[config.mk]
export PLATFORM = sky130hd
export DESIGN_NAME = flag_ctrl
export DESIGN_NICKNAME = d
export VERILOG_FILES = /design/src/rtl/meh16_flags_pkg.sv /design/src/rtl/flag_ctrl_stack.sv /design/src/rtl/flag_ctrl.sv
export SDC_FILE = /design/constraint.sdc
export NUM_CORES = 1
export LEC_CHECK = 0
export ABC_AREA = 1
export CELL_PAD_IN_SITES_DETAIL_PLACEMENT = 1
export CELL_PAD_IN_SITES_GLOBAL_PLACEMENT = 1
export CORE_MARGIN = 8
export CORE_UTILIZATION = 29
export CTS_CLUSTER_SIZE = 40
export DETAILED_ROUTE_END_ITERATION = 8
export PLACE_DENSITY = 0.82
export SYNTH_ARGS = -nofsm -noshare
export SYNTH_HDL_FRONTEND = slang
export SYNTH_SLANG_ARGS = --single-unit
[constraint.sdc]
create_clock -name clk -period 2.4 [get_ports clk]
set_input_delay 0.48 -clock clk [delete_from_list [all_inputs] [get_ports clk]]
set_output_delay 0.48 -clock clk [all_outputs]
set_load 0.01 [all_outputs]
[src/rtl/meh16_flags_pkg.sv]
// ---------------------------------------------------------------------------
// meh16_flags_pkg
// Shared definitions for the MEH16 flag controller: flag bit positions inside
// the {S,C,Z} flag word, branch-condition select codes, the carry-tracking
// FSM state type, the default save-stack depth and the condition evaluator.
// ---------------------------------------------------------------------------
package meh16_flags_pkg;

    localparam int FLAG_W = 3;

    localparam int FLAG_Z = 0;
    localparam int FLAG_C = 1;
    localparam int FLAG_S = 2;

    localparam int DEFAULT_STACK_DEPTH = 4;

    localparam logic [2:0] COND_ALWAYS = 3'd0;
    localparam logic [2:0] COND_Z      = 3'd1;
    localparam logic [2:0] COND_NZ     = 3'd2;
    localparam logic [2:0] COND_C      = 3'd3;
    localparam logic [2:0] COND_NC     = 3'd4;
    localparam logic [2:0] COND_S      = 3'd5;
    localparam logic [2:0] COND_NS     = 3'd6;
    localparam logic [2:0] COND_NEVER  = 3'd7;

    typedef enum logic [1:0] {
        IDLE     = 2'd0,
        PEND_ALU = 2'd1,
        PEND_A   = 2'd2
    } carry_state_t;

    function automatic logic cond_eval(input logic [2:0] sel,
                                       input logic [FLAG_W-1:0] flags);
        logic taken;
        taken = 1'b0;
        case (sel)
            COND_ALWAYS: taken = 1'b1;
            COND_Z:      taken = flags[FLAG_Z];
            COND_NZ:     taken = !flags[FLAG_Z];
            COND_C:      taken = flags[FLAG_C];
            COND_NC:     taken = !flags[FLAG_C];
            COND_S:      taken = flags[FLAG_S];
            COND_NS:     taken = !flags[FLAG_S];
            default:     taken = 1'b0;
        endcase
        return taken;
    endfunction

endpackage

[src/rtl/flag_ctrl_stack.sv]
// ---------------------------------------------------------------------------
// flag_stack
// DEPTH-entry LIFO of flag words used to save/restore flags around interrupts.
// Entry 0 is always the top of stack; a push shifts every entry down by one and
// a pop shifts everything up, so no variable indexing is needed.
// Ports:
//   clk, rst  - clock and synchronous active-high reset (empties the stack)
//   push, pop - push data / pop top; ignored when full / empty respectively
//   data      - flag word to push
//   full      - stack holds DEPTH entries
//   empty     - stack holds no entries
//   top       - current top-of-stack entry (meaningless when empty)
// ---------------------------------------------------------------------------
module flag_stack
    import meh16_flags_pkg::*;
#(
    parameter int DEPTH = DEFAULT_STACK_DEPTH
) (
    input  logic              clk,
    input  logic              rst,
    input  logic              push,
    input  logic              pop,
    input  logic [FLAG_W-1:0] data,
    output logic              full,
    output logic              empty,
    output logic [FLAG_W-1:0] top
);

    localparam int CNT_W = $clog2(DEPTH + 1);

    logic [FLAG_W-1:0] mem [DEPTH];
    logic [CNT_W-1:0]  count;

    assign full  = (count == CNT_W'(DEPTH));
    assign empty = (count == '0);
    assign top   = mem[0];

    always_ff @(posedge clk) begin
        if (rst) begin
            count <= '0;
            for (int i = 0; i < DEPTH; i++) begin
                mem[i] <= '0;
            end
        end else if (push && !full) begin
            mem[0] <= data;
            for (int i = 1; i < DEPTH; i++) begin
                mem[i] <= mem[i-1];
            end
            count <= count + CNT_W'(1);
        end else if (pop && !empty) begin
            for (int i = 0; i < DEPTH - 1; i++) begin
                mem[i] <= mem[i+1];
            end
            mem[DEPTH-1] <= '0;
            count <= count - CNT_W'(1);
        end
    end

endmodule

[src/rtl/flag_ctrl.sv]
// ---------------------------------------------------------------------------
// flag_ctrl
// Flag register {S,C,Z} for the MEH16 core. Z/S follow the accumulator every
// cycle, C is committed one cycle after an ALU or A-unit op, flags can be
// written explicitly, saved/restored through a small LIFO, and queried as
// branch conditions.
// Ports:
//   clk, rst                 - clock, synchronous active-high reset
//   a_out[15:0]              - accumulator value (Z and S source)
//   alu_op, a_op             - op issued this cycle, carry arrives next cycle
//   alu_c_flag, a_c_flag     - carry results matching alu_op / a_op
//   flag_wr, flag_wr_data    - explicit whole-flag write
//   save_req / save_ack      - push-flags handshake
//   restore_req/restore_ack  - pop-flags handshake
//   cond_req, cond_sel       - branch-condition query
//   cond_ack, cond_taken     - query acknowledge and held result
//   flags_out[2:0]           - {S,C,Z}
//   busy                     - carry commit pending
//   stk_err[1:0]             - sticky {underflow, overflow}
// ---------------------------------------------------------------------------
module flag_ctrl
    import meh16_flags_pkg::*;
#(
    parameter int STACK_DEPTH = DEFAULT_STACK_DEPTH
) (
    input  logic              clk,
    input  logic              rst,
    input  logic [15:0]       a_out,
    input  logic              alu_op,
    input  logic              a_op,
    input  logic              alu_c_flag,
    input  logic              a_c_flag,
    input  logic              flag_wr,
    input  logic [FLAG_W-1:0] flag_wr_data,
    input  logic              save_req,
    output logic              save_ack,
    input  logic              restore_req,
    output logic              restore_ack,
    input  logic              cond_req,
    input  logic [2:0]        cond_sel,
    output logic              cond_ack,
    output logic              cond_taken,
    output logic [FLAG_W-1:0] flags_out,
    output logic              busy,
    output logic [1:0]        stk_err
);

    carry_state_t      state;
    logic              restore_acc;
    logic              save_acc;
    logic              cond_acc;
    logic              stk_push;
    logic              stk_pop;
    logic              stk_full;
    logic              stk_empty;
    logic [FLAG_W-1:0] stk_top;

    assign busy = (state != IDLE);

    // A request seen while its own ack is high is the tail of the previous
    // handshake, never a new one. Restore outranks save so push and pop never
    // collide; queries wait out pending carries and any flag overwrite.
    always_comb begin
        restore_acc = restore_req && !restore_ack;
        save_acc    = save_req && !save_ack && !busy && !restore_acc;
        cond_acc    = cond_req && !cond_ack && !busy && !flag_wr && !restore_acc;
        stk_push    = save_acc && !stk_full;
        stk_pop     = restore_acc && !stk_empty;
    end

    flag_stack #(
        .DEPTH (STACK_DEPTH)
    ) u_stack (
        .clk   (clk),
        .rst   (rst),
        .push  (stk_push),
        .pop   (stk_pop),
        .data  (flags_out),
        .full  (stk_full),
        .empty (stk_empty),
        .top   (stk_top)
    );

    // Restore and flag_wr both replace the flag word outright and kill any
    // pending carry; otherwise Z/S track a_out and the pending carry commits
    // while a new op (alu_op preferred) is captured on the same edge.
    always_ff @(posedge clk) begin
        if (rst) begin
            flags_out   <= 3'b001;
            state       <= IDLE;
            stk_err     <= 2'b00;
            save_ack    <= 1'b0;
            restore_ack <= 1'b0;
            cond_ack    <= 1'b0;
            cond_taken  <= 1'b0;
        end else begin
            save_ack    <= save_acc;
            restore_ack <= restore_acc;
            cond_ack    <= cond_acc;

            if (cond_acc) begin
                cond_taken <= cond_eval(cond_sel, flags_out);
            end

            if (save_acc && stk_full) begin
                stk_err[0] <= 1'b1;
            end
            if (restore_acc && stk_empty) begin
                stk_err[1] <= 1'b1;
            end

            if (restore_acc) begin
                if (!stk_empty) begin
                    flags_out <= stk_top;
                end
                state <= IDLE;
            end else if (flag_wr) begin
                flags_out <= flag_wr_data;
                state     <= IDLE;
            end else begin
                flags_out[FLAG_Z] <= (a_out == 16'h0000);
                flags_out[FLAG_S] <= a_out[15];
                case (state)
                    PEND_ALU: flags_out[FLAG_C] <= alu_c_flag;
                    PEND_A:   flags_out[FLAG_C] <= a_c_flag;
                    default:  ;
                endcase
                if (alu_op) begin
                    state <= PEND_ALU;
                end else if (a_op) begin
                    state <= PEND_A;
                end else begin
                    state <= IDLE;
                end
            end
        end
    end

endmodule

# Word level (Yosys, flattened, before mapping)
# Memory sizes are Yosys's and may differ from the RTL's.
# Cells that the tools add are included.
[word_totals]
regBits = 14
mem_bits_rw = 12
inputBits = 32
out_inout_bits = 10
memories = 1
[memory_table]
columns = ["name", "depth", "word_bits", "read_ports", "rd_ports_with_merged_regs", "write_ports", "line", "text"]
rows = [
  ["u_stack.mem", 4, 3, 4, 0, 4, "flag_ctrl_stack.sv:31", "logic [FLAG_W-1:0] mem [DEPTH];"],
]
[classes]
n_addsub = 2
n_eq_ne = 10
muxes = 26
n_bitwise = 8
reduce_logical = 34
[op_table]
columns = ["op", "n"]
rows = [
  ["two-way mux 3 bit", 13],
  ["logical NOT 16 bit", 1],
  ["logical AND 1 bit", 14],
  ["equality test 3 bit, second input constant", 4],
  ["logical NOT 1 bit", 11],
  ["two-way mux 1 bit", 10],
  ["bitwise OR 1 bit", 8],
  ["one-hot mux 1 bit (7 select lines)", 1],
  ["equality test 3 x 2 -> 1 bit, second input constant", 2],
  ["logical NOT 3 bit", 2],
  ["nonzero test 2 bit", 2],
  ["nonzero test 4 bit", 1],
  ["OR reduction 4 bit", 1],
  ["adder 3 x 1 -> 3 bit, second input constant", 1],
  ["equality test 3 x 1 -> 1 bit, second input constant", 1],
  ["OR reduction 3 bit", 1],
  ["subtractor 3 x 1 -> 3 bit, second input constant", 1],
  ["equality test 2 x 1 -> 1 bit, second input constant", 1],
  ["equality test 2 bit, second input constant", 1],
  ["two-way mux 2 bit", 1],
  ["!= test 2 bit, second input constant", 1],
  ["one-hot mux 1 bit (2 select lines)", 1],
  ["AND reduction 2 bit", 1],
]

# Longest topological paths before layout
[logic_depth]
word_depth = 11
mapped_depth = 10
mapped_depth_nobuf = 10

# Hierarchy
# From an unflattened synthesis, not the netlist that was laid out.
[unflattened]
hier_cells = 191
hier_area_um2 = 1411.4
[by_module_without_submodules]
columns = ["mod", "instances", "cells_per_inst", "area_each_um2", "seq_area_each_um2"]
rows = [
  ["flag_stack", 1, 87, 760.7, 390.4],
  ["flag_ctrl", 1, 104, 650.6, 220.2],
]

# Least setup slack after synthesis
# No wires, ideal clock.
[synth_path]
path_type = "register to register"
from = "reg state[0]"
to = "reg u_stack.count[2]"
setup_ns = 0.115
t_arrival_ns = 1.585
t_required_ns = 2.285
slack_ns = 0.700
stages_incl_launch_ff = 10
path_buffers = 0
synth_period_minus_slack_ns = 1.700
cell_sequence = "dfxtp_1 inv_1 ha_1 nand3_1 nor2_4 nand2_4 fa_1 nand3b_1 a21oi_1 nor2_1"
[synth_via]
elab_chain_cells = 7
elab_cells_between_ends = 8
[synth_rtl]
columns = ["item", "line", "text"]
rows = [
  ["start: declaration", "flag_ctrl.sv:48", "carry_state_t state;"],
  ["start signal: assignment", "flag_ctrl.sv:90", "state <= IDLE;"],
  ["start signal: assignment", "flag_ctrl.sv:116", "state <= IDLE;"],
  ["start signal: assignment", "flag_ctrl.sv:119", "state <= IDLE;"],
  ["nonzero test 2 bit *", "flag_ctrl.sv:58", "assign busy = (state != IDLE);"],
  ["logical NOT 1 bit *", "flag_ctrl.sv:65", "save_acc = save_req && !save_ack && !busy && !restore_acc;"],
  ["logical AND 1 bit * (2 in a row)", "flag_ctrl.sv:65", ""],
  ["logical AND 1 bit *", "flag_ctrl.sv:67", "stk_push = save_acc && !stk_full;"],
  ["logical AND 1 bit *", "flag_ctrl_stack.sv:44", "end else if (push && !full) begin"],
  ["two-way mux 3 bit or nonzero test 2 bit (tied branches)", "-", ""],
  ["end signal: assignment", "flag_ctrl_stack.sv:49", "count <= count + CNT_W'(1);"],
  ["end signal: assignment", "flag_ctrl_stack.sv:55", "count <= count - CNT_W'(1);"],
  ["end: declaration", "flag_ctrl_stack.sv:32", "logic [CNT_W-1:0] count;"],
]
# Mark *: on every way between the ends. The rest lies on a longest branch, timed or not.
# A chain may end at the register's enable or synchronous reset.

# Worst setup path after layout
[layout_path]
from = "in restore_req"
to = "reg u_stack.count[2]"
[layout_via]
elab_chain_cells = 6
elab_cells_between_ends = 9
[layout_rtl]
columns = ["item", "line", "text"]
rows = [
  ["start: declaration", "flag_ctrl.sv:37", "input logic restore_req,"],
  ["logical AND 1 bit *", "flag_ctrl.sv:64", "restore_acc = restore_req && !restore_ack;"],
  ["logical NOT 1 bit", "flag_ctrl.sv:65", ""],
  ["logical AND 1 bit", "flag_ctrl.sv:65", ""],
  ["logical AND 1 bit", "flag_ctrl.sv:67", ""],
  ["logical AND 1 bit", "flag_ctrl_stack.sv:44", ""],
  ["two-way mux 3 bit or nonzero test 2 bit (tied branches)", "-", ""],
]
# Marked as above.

==> run_summary.xml <==
<?xml version="1.0" encoding="UTF-8"?>
<metrics>
  <group name="sta">
    <metric name="rsz0062_at_grt" unit="">false</metric>
    <metric name="timing.fmax" unit="GHz">0.504</metric>
    <metric name="count_of_final_hold_check_violations" unit="">0</metric>
    <metric name="timing.final.ws_setup" unit="ns">0.417</metric>
    <metric name="report.final.setup_viol" unit="">0</metric>
    <metric name="final_min_period_over_clock_period" unit="">0.826</metric>
    <metric name="worst_slew_margin_rel" unit="">0.834</metric>
    <metric name="worst_clock_skew" unit="ns">0.00335</metric>
    <metric name="transition_at_the_pin_with_the_smallest_max_transition_slack" unit="ns">0.247</metric>
    <metric name="setup-tns-final" unit="ns">0</metric>
    <metric name="timing.final.max_slew_violations" unit="">0</metric>
    <metric name="period_needed" unit="ns">1.98</metric>
  </group>
  <group name="floorplanning">
    <metric name="io_pins" unit="">42</metric>
    <metric name="die-area" unit="um^2">7120</metric>
    <metric name="chipWidth" unit="um">84.4</metric>
    <metric name="std_cell_rows" unit="">25</metric>
    <metric name="die_h" unit="um">84.4</metric>
    <metric name="effective_utilization_at_floorplan" unit="">0.295</metric>
    <metric name="placeableCoreArea" unit="um^2">4600</metric>
  </group>
  <group name="cts">
    <metric name="cts.reportedPaths.clkPinSlew" unit="ns">0.09</metric>
    <metric name="cts.sink_count" unit="">26</metric>
    <metric name="cts_resized" unit="">0</metric>
    <metric name="cts_tree" unit="">done</metric>
    <metric name="worst_skew_pair.late_latency" unit="ns">0.28</metric>
    <metric name="max_clock_buf_depth" unit="">2</metric>
    <metric name="post_cts_buffers" unit="">0</metric>
    <metric name="cts_max_level" unit="">1</metric>
    <metric name="cts_root_buf" unit="">sky130_fd_sc_hd__clkbuf_8</metric>
    <metric name="post_cts_hold_buffer_count" unit="">0</metric>
    <metric name="number_of_cts_inserted_buffers" unit="">3</metric>
  </group>
  <group name="final_layout">
    <metric name="post_route_cells_drive_above_1_share" unit="">0.0844</metric>
    <metric name="layoutNonFillerInstCount" unit="">279</metric>
    <metric name="flow.area_growth_from_synthesis" unit="%">38.8</metric>
    <metric name="final_area" unit="um^2">1880</metric>
    <metric name="n_antenna_cell" unit="">0</metric>
    <metric name="finalCoreUtilization" unit="">0.409</metric>
    <metric name="finalNetCount" unit="">261</metric>
  </group>
  <group name="synth">
    <metric name="postSynthRegisterBits" unit="">26</metric>
    <metric name="synth_warnings" unit="">0</metric>
    <metric name="yosys.cell_types.count" unit="">21</metric>
    <metric name="synth_top_area_frac" unit="">0.251</metric>
    <metric name="synthesis.instances" unit="">180</metric>
    <metric name="mappedNetlistArea" unit="um^2">1360</metric>
    <metric name="synth_top_cell_by_area" unit="">sky130_fd_sc_hd__dfxtp_1</metric>
    <metric name="mappedNetlistNets" unit="">215</metric>
    <metric name="synth-seq-area-share" unit="">0.451</metric>
    <metric name="synthTopCellsByArea" unit="">sky130_fd_sc_hd__dfxtp_1 25%, sky130_fd_sc_hd__edfxtp_1 20%, sky130_fd_sc_hd__nand2_1 14%</metric>
    <metric name="postSynthAreaPerCell" unit="um^2">7.53</metric>
  </group>
  <group name="detailed_routing">
    <metric name="first_pass_iters" unit="">4</metric>
    <metric name="drc" unit="">0</metric>
    <metric name="finalWirelength" unit="um">3700</metric>
    <metric name="vias" unit="">1256</metric>
    <metric name="dr.first_iter.drc_count" unit="">50</metric>
    <metric name="drtAntennaViolNets" unit="">0</metric>
    <metric name="route.detailed.vias_per_inst" unit="">4.50</metric>
    <metric name="wl_per_cell" unit="um">13.2</metric>
  </group>
  <group name="worst_setup_path">
    <metric name="rr_endpoint" unit="">u_stack.count[2]</metric>
    <metric name="rrSetupSlack" unit="ns">0.50</metric>
    <metric name="critical_path.top_delay_family" unit="">simple AND/OR/NAND/NOR gates</metric>
    <metric name="worstRegToRegCells" unit="">9</metric>
    <metric name="rr_startpoint" unit="">state[0]</metric>
    <metric name="timing.critical_path.from" unit="">restore_req</metric>
    <metric name="crit_buf_inv" unit="">2</metric>
    <metric name="worstPathCellList" unit="">clkdlybuf4s50_1, inv_2, nor2_4, nor2_4, nand2_4, fa_1, nand3b_1, a21oi_1, nor2_1</metric>
    <metric name="maximum_fanout_encountered_on_the_critical_timing_path" unit="">6</metric>
    <metric name="required" unit="ns">2.58</metric>
    <metric name="critical_path.startpoint_type" unit="">input pin</metric>
    <metric name="worst-path-stages" unit="">9</metric>
    <metric name="critical_path.endpoint_type" unit="">register</metric>
    <metric name="slowest_stage" unit="">sky130_fd_sc_hd__clkdlybuf4s50_1</metric>
    <metric name="worst_ep_arrival_time" unit="ns">2.16</metric>
    <metric name="worst-setup-path-type" unit="">input pin to register</metric>
    <metric name="critical_path.endpoint" unit="">u_stack.count[2]</metric>
    <metric name="critPathMostFrequentCell" unit="">sky130_fd_sc_hd__nor2_4</metric>
    <metric name="delay_contributed_by_the_slowest_stage_of_the_critical_path" unit="ns">0.44</metric>
  </group>
  <group name="placement">
    <metric name="place_ws" unit="ns">0.115</metric>
    <metric name="i_o_buffers" unit="">41</metric>
    <metric name="gp_congestion" unit="">0.779</metric>
    <metric name="placement.cell_area" unit="um^2">1840</metric>
    <metric name="place.detailed.instances" unit="">275</metric>
    <metric name="detailedPlacementHpwl" unit="um">3150</metric>
  </group>
  <group name="global_route">
    <metric name="grt_antenna_before_repair" unit="">0</metric>
    <metric name="grt_start_max_net_pins" unit="">15</metric>
    <metric name="vias_in_the_first_global_route" unit="">1374</metric>
    <metric name="grt-ovfl-total" unit="">0</metric>
    <metric name="gr-usage-all-layers" unit="">0.110</metric>
    <metric name="grt_first_pass_wirelength" unit="um">6400</metric>
  </group>
  <group name="run_status">
    <metric name="run_status" unit="">finished, final reports clean</metric>
  </group>
  <group name="min_path">
    <metric name="worst_hold_path_type" unit="">register to register</metric>
  </group>
  <group name="power">
    <metric name="irDropWorstVdd" unit="uV">387</metric>
    <metric name="power.density" unit="nW/um^2">626</metric>
    <metric name="p_leak" unit="nW">0.809</metric>
  </group>
  <group name="job">
    <metric name="max-cap-violations" unit="">0</metric>
  </group>
</metrics>
==> worst min-delay path by stage <==
stage,startpoint,slack [ns],depth (start not counted),endpoint
after floorplan,u_stack.mem[3][0],0.42,2,u_stack.mem[3][0]
after global placement,u_stack.mem[3][1],0.43,2,u_stack.mem[3][1]
after detailed placement,u_stack.mem[3][2],0.44,2,u_stack.mem[3][2]
after CTS,u_stack.mem[3][2],0.46,2,u_stack.mem[3][2]
after global routing,u_stack.mem[3][2],0.48,2,u_stack.mem[3][2]
final,u_stack.mem[3][2],0.45,2,u_stack.mem[3][2]
==> state kept, by name (all words and copies together) (netlist names) <==
name	flops
restore_ack	1
u_stack.count	3
cond_ack	1
cond_taken	1
state	2
flags_out	3
stk_err	2
save_ack	1
u_stack.mem	12
==> per-stage QoR <==
stage,hold WS [ns],power (mW)
CTS,0.456,1.20
detailed placement,0.441,0.938
floorplan,0.419,0.783
finish,0.451,1.18
global route,0.481,1.26
global placement,0.432,0.923
==> layer usage <==
metal  track usage  routed length [um]  vias to the layer above
met2         0.196                1890                       26
met5             0                   0                        -
met1         0.123                1600                      576
met4        0.0231                  28                        0
met3        0.0358                 182                        5
li1              -                   -                      649
==> synthesized netlist by cell type, drive strengths merged <==
library cell  count
edfxtp            9
dfxtp            17
nand3            13
nor2             33
nand3b            1
buf               1
or2               1
a21o              1
a21oi             5
o21ai            13
ha                2
fa                1
o211ai            1
inv              28
a31oi             1
nand2            53
==> power breakdown <==
part	leakage, nW	switching [mW]	internal [mW]
registers	0.237	0.0482	0.526
logic	0.549	0.194	0.155
clock network	0.0231	0.141	0.115
==> tightest hold or removal path, cell delays in order, from the launching register on <==
cell                      delay [ns]
sky130_fd_sc_hd__dfxtp_1        0.32
sky130_fd_sc_hd__nand2_1        0.06
sky130_fd_sc_hd__nand2_1        0.04
==> placed cells by master, fill, tap and decap left out, drive strengths merged, types with 2 or more instances in the layout <==
master,instances
nand2,53
clkdlybuf4s50,41
nor2,33
inv,28
dfxtp,17
nand3,13
o21ai,13
edfxtp,9
a21oi,5
clkbuf,3
ha,2
==> final cells by class <==
cell class	instances	area, um^2
Clock buffer	3	41.3
Fill cell	574	2720
Multi-Input combinational cell	125	634
Sequential cell	26	611
Inverter	28	105
Timing Repair Buffer	42	418
Clock inverter	1	3.75
Tap cell	54	67.6
==> cell families (layout without fill, tap and decap cells) <==
| logic type | Yosys count | after routing | synth area share |
|---|---|---|---|
| AO/OA/AOI/OAI | 21 | 21 | 0.0933 |
| flip-flops | 26 | 26 | 0.451 |
| adder cells (fa/ha/maj) | 3 | 3 | 0.0332 |
| AND/OR/NAND/NOR | 101 | 101 | 0.342 |
| buffers and inverters | 29 | 74 | 0.0813 |
Power figures use the tool's default switching activity.
